$ cat src/rtl/d_ff_switching_pkg.sv
// -----------------------------------------------------------------------------
// d_ff_switching_pkg
//   Shared constants for the switching state register and its select mux.
//   DFS_DEFAULT_WIDTH : default data/state width
//   SEL_HOLD/SEL_LOAD : select encodings for the 2:1 switching mux
// -----------------------------------------------------------------------------
package d_ff_switching_pkg;

    localparam int unsigned DFS_DEFAULT_WIDTH = 4;

    localparam logic SEL_HOLD = 1'b0;
    localparam logic SEL_LOAD = 1'b1;

endpackage : d_ff_switching_pkg

$ cat src/rtl/d_ff_switching_mux.sv
// -----------------------------------------------------------------------------
// switching_mux
//   WIDTH-bit 2:1 combinational select used as the D input of the state
//   register in d_ff_switching.
// Ports:
//   i_sel   : SEL_LOAD picks i_load, anything else picks i_hold
//   i_hold  : hold path (normally the register's own output)
//   i_load  : next-state path
//   o_sel   : selected value
// -----------------------------------------------------------------------------
module switching_mux
    import d_ff_switching_pkg::*;
#(
    parameter int unsigned WIDTH = DFS_DEFAULT_WIDTH
) (
    input  logic             i_sel,
    input  logic [WIDTH-1:0] i_hold,
    input  logic [WIDTH-1:0] i_load,
    output logic [WIDTH-1:0] o_sel
);

    // Only the selected input reaches the output, so X/Z on the unselected
    // input cannot leak through.
    always_comb begin
        o_sel = i_hold;
        if (i_sel == SEL_LOAD) begin
            o_sel = i_load;
        end
    end

endmodule : switching_mux

$ cat src/rtl/d_ff_switching.sv
// -----------------------------------------------------------------------------
// d_ff_switching
//   Clock-enabled state register: a 2:1 switching select feeding a D flip-flop.
//   CE=1 loads IN_2 (next state), CE=0 reloads IN_1 (hold path, normally OUT).
// Parameters:
//   WIDTH     : data/state width (>=1)
//   RST_VALUE : value OUT takes on a reset edge
// Ports:
//   CLK           : clock, rising edge
//   RST           : synchronous active-low reset
//   CE            : select / clock enable (1 = IN_2, 0 = IN_1)
//   IN_1          : hold path
//   IN_2          : next-state path
//   OUT_SWITCHING : combinational select result (D input)
//   OUT           : registered state (Q)
//   CHANGED       : registered "OUT took a new value" flag, present only when
//                   D_FF_SWITCHING_CHANGED_EN is defined
// -----------------------------------------------------------------------------
module d_ff_switching
    import d_ff_switching_pkg::*;
#(
    parameter int unsigned            WIDTH     = DFS_DEFAULT_WIDTH,
    parameter logic [WIDTH-1:0]       RST_VALUE = '0
) (
    input  logic             CLK,
    input  logic             RST,
    input  logic             CE,
    input  logic [WIDTH-1:0] IN_1,
    input  logic [WIDTH-1:0] IN_2,
    output logic [WIDTH-1:0] OUT_SWITCHING,
    output logic [WIDTH-1:0] OUT
`ifdef D_FF_SWITCHING_CHANGED_EN
    ,
    output logic             CHANGED
`endif
);

    logic [WIDTH-1:0] w_switching;
    logic [WIDTH-1:0] r_out;

    switching_mux #(
        .WIDTH (WIDTH)
    ) u_switching_mux (
        .i_sel  (CE),
        .i_hold (IN_1),
        .i_load (IN_2),
        .o_sel  (w_switching)
    );

    always_ff @(posedge CLK) begin
        if (!RST) begin
            r_out <= RST_VALUE;
        end else begin
            r_out <= w_switching;
        end
    end

    assign OUT_SWITCHING = w_switching;
    assign OUT           = r_out;

`ifdef D_FF_SWITCHING_CHANGED_EN
    logic r_changed;

    // Compares the value about to be loaded with the current state, so the
    // flag is high in the cycle where OUT already shows the new value.
    always_ff @(posedge CLK) begin
        if (!RST) begin
            r_changed <= 1'b0;
        end else begin
            r_changed <= (w_switching != r_out);
        end
    end

    assign CHANGED = r_changed;
`endif

endmodule : d_ff_switching

$ cat config.mk
export PLATFORM = sky130hd
export DESIGN_NAME = d_ff_switching
export DESIGN_NICKNAME = d
export VERILOG_FILES = /design/src/rtl/d_ff_switching_pkg.sv /design/src/rtl/d_ff_switching_mux.sv /design/src/rtl/d_ff_switching.sv
export SDC_FILE = /design/constraint.sdc
export NUM_CORES = 1
export LEC_CHECK = 0
export BUFFER_PORTS_ARGS = -buffer_cell sky130_fd_sc_hd__buf_2
export CORE_AREA = 4 4 41 43
export CTS_CLUSTER_SIZE = 12
export DETAILED_ROUTE_END_ITERATION = 6
export DIE_AREA = 0 0 45 47
export PLACE_DENSITY = 0.4
export SLEW_MARGIN = 20
export SYNTH_ARGS = -nofsm -noshare
export SYNTH_HDL_FRONTEND = slang
export SYNTH_HIERARCHICAL = 1
export SYNTH_SLANG_ARGS = --single-unit
$ cat constraint.sdc
create_clock -name CLK -period 0.89 [get_ports CLK]
set_clock_uncertainty 0.15 [all_clocks]
set_input_delay 0.0445 -clock CLK [delete_from_list [all_inputs] [get_ports CLK]]
set_output_delay 0.0445 -clock CLK [all_outputs]
set_load 0.05 [all_outputs]
# Word level (Yosys, flattened, before mapping)

Index checks and enable logic that the tools add are counted.

Flip-flop bits (word level): 4

Multiplexer cells: 1

Operators with widths:

| operator          | number |
|---|---|
| two-way mux 4 bit | 1 |

# Logic depth before layout (Yosys ltp)

Depth after elaboration: 1
Mapped depth: 2
Mapped depth without buffers: 2

# Hierarchy

The synthesis kept the hierarchy.

Modules (own cells, without submodules):

| module         | cells an instance | area an instance (um2) | times used |
|---|---|---|---|
| d_ff_switching | 8                 | 105.1                  | 1 |
| switching_mux  | 4                 | 45.0                   | 1 |

# Worst setup path before layout

OpenSTA, ideal clock, no wires.

Path kind: input to register
From: in CE
To: reg r_out[0], in the netlist OUT[0]
Path slack: -52 ps
Data required time: 625 ps
Stages: 2
Data arrival time: 677 ps
Setup time: 115 ps
Cell sequence: mux2_2 > and2_1

Cells in the longest elaborated chain, start to end: 1

RTL lines:

| item                 | line                     | source |
|---|---|---|
| from (decl)          | d_ff_switching.sv:27     | `input logic CE,` |
| two-way mux 4 bit    | d_ff_switching_mux.sv:26 | `if (i_sel == SEL_LOAD) begin` |
| to (signal assigned) | d_ff_switching.sv:54     | `r_out <= w_switching;` |
| to (decl)            | d_ff_switching.sv:39     | `logic [WIDTH-1:0] r_out;` |

No other way between the ends.
A chain may end at the register's enable or synchronous reset.

# Worst setup path after layout

From: reg r_out[1], in the netlist OUT[1]
To: out OUT[1]

RTL lines:

| item      | line                 | source |
|---|---|---|
| to (decl) | d_ff_switching.sv:31 | `output logic [WIDTH-1:0] OUT` |

No word-level cell between the ends.

==> results.py <==
metrics = {
    "logic_synthesis": {
        "yosysWarnings": 6,
        "synthAdderAreaFrac": 0,
        "synth_top_family_by_area": "multiplexers",
        "avgSynthCellArea_um2": 12.51,
        "seq_area_frac_synth": 0.5333,
        "synth-compound-area-share": 0,
        "synthMuxAreaShare": 0.3000,
        "yosys.area_share.simple": 0.1667,
        "synth_area_um2": 150.1,
        "ys_ff_latch": 4,
        "syn_inst": 12,
        "yosys.area_share.xor_xnor": 0,
        "synth_nets": 23,
        "synth.distinct_cells": 3,
    },
    "sta": {
        "finalHoldViolCount": 0,
        "drv_slew": 0,
        "fmax_mhz": 1134,
        "tightest_slew_ps": 150.7,
        "rsz0062_at_grt": "yes",
        "final-setup-viol-count": 0,
        "worst_hold_slack_ps": 3.924,
        "fin_crit_sh": 0.9908,
        "period_minus_slack_ps": 881.8,
        "slew_headroom": 0.9004,
    },
    "min_path": {
        "hold_start": "IN_1[2]",
        "hold_path_end": "OUT[2]",
        "worst_hold_path_type": "in -> reg",
        "holdPathStages": 3,
    },
    "layout": {
        "largest_reg_flops": 4,
        "finalNetCount": 47,
        "final_cell_mix": "9 x buf_2, 5 x buf_4, 4 x dfxtp_2, 4 x and2_1, 4 x mux2_4",
        "layout_commonest_cell": "buf_2",
        "final_layout_size_suffix_gt1_frac": 0.8529,
        "layout.cells.non_filler": 49,
        "fin_area_um2": 360.3,
        "antenna_cells": 0,
        "flow.area_growth_from_synthesis_pct": 140.0,
        "finish.utilization": 0.2769,
    },
    "routing": {
        "drt-total-wl_um": 418,
        "routedWlPerCell_um": 8.531,
        "drt_first_pass_iters": 2,
        "vias": 166,
        "route.detailed.drc": 0,
        "drtIter0Drc": 1,
        "vias_per_cell": 3.388,
        "drtAntennaViolNets": 0,
    },
    "critical_path": {
        "crit_family": "flip-flops",
        "slowest_stage": "dfxtp_2",
        "cp-start-kind": "flop",
        "critPathMaxStageDelay_ps": 320,
        "crit_required_ps": 700,
        "worst-path-buf-inv": 1,
        "crit_chain": "buf_8",
        "end_kind": "output pin",
        "critical_path_peak_fanout": 1,
        "cp_data_arrival_time_ps": 690,
        "critPathKind": "reg -> out",
    },
    "placed_design": {
        "placedCellCount": 45,
        "place.gp.congestion": 0.6272,
        "io_buffers": 18,
        "placed_area_um2": 274.0,
    },
    "cts": {
        "cts_tree": "done",
        "htreeDepth": 1,
        "cts.sinks": 4,
        "root_buffer": "clkbuf_4",
        "clkTransAtPathRegs_ps": 40,
        "numCtsBuffers": 3,
        "cts_buffer_depth": 2,
    },
    "grt": {
        "grt_max_degree": 5,
        "grt_pass1_wl_um": 731,
        "track_usage": 0.05604,
        "antenna_found_initial": 0,
        "grt_pass1_vias": 207,
        "grt-ovfl-total": 0,
    },
    "die": {
        "die_area_mm2": 0.002115,
        "core_area_mm2": 0.001301,
        "io_pins": 19,
        "die_h_um": 47,
        "die_w_um": 45,
        "num_rows": 13,
        "start_util": 0.1154,
    },
    "power_and_ir_drop": {
        "p_leak_nw": 0.1833,
        "p_per_area_mw_per_mm2": 1759,
        "irDropWorstVdd_uv": 754.6,
        "p_total_w": 0.0006337,
    },
    "flow_run": {
        "maxCapViolations": 0,
    },
    "outcome": {
        "status": "complete, no violations",
    },
}
## metal layers
layer	vias up	track usage	wire length [um]
met5	-	0	0
met4	0	0.08772	0
met3	0	0.03831	97
met2	18	0.07062	175
met1	64	0.04762	145
li1	84	-	-
## cells by family after synthesis
family	after synthesis
simple gates	4
mux	4
flops	4
## cell type report
cell class / instances / area [um2]
Timing Repair Buffer: 19 / 148.9
Sequential cell: 4 / 85.08
Fill cell: 149 / 940.9
Multi-Input combinational cell: 8 / 85.08
Tap cell: 15 / 18.77
Clock buffer: 3 / 22.52
## worst max path at each step
| stage | to | start | cells past startpoint | slack (ps) |
|---|---|---|---|---|
| detailed placement | OUT[1] | CE | 3 | -50 |
| global route | OUT[0] | OUT[0] | 1 | -20 |
| floorplan | OUT[0] | CE | 2 | 40 |
| CTS | OUT[0] | OUT[0] | 1 | -2 |
| global placement | OUT[0] | CE | 3 | -40 |
| finish | OUT[1] | OUT[1] | 1 | 8 |
## through the flow
step	setup slack, ps	TNS [ps]
2_1_floorplan	38.04	0
3_3_place_gp	-37.02	-211.2
3_5_place_dp	-50.46	-290.3
4_1_cts	-1.771	-5.180
5_1_grt	-19.77	-70.01
6_report	8.200	0
## cells in the mapped netlist
cell	instances	area, um2
mux2_2	4	45.04
and2_1	4	25.02
dfxtp_1	4	80.08
## timing repair
item | CTS | global route
hold buffers | 1 | 0
buffers inserted | 0 | 0
setup endpoints to repair | 8 | 4
hold endpoints to repair | 4 | 0
gates cloned | 0 | 0
gates resized for setup | 19 | 1
## power breakdown
group          total [W]  internal (W)  switching, W  leakage, nW
clock           0.000216      0.000150     0.0000661       0.0138
combinational   0.000216     0.0000932      0.000123        0.135
sequential      0.000202      0.000195    0.00000656       0.0344
total           0.000634      0.000439      0.000195        0.183
Power figures use the tool's default switching activity.
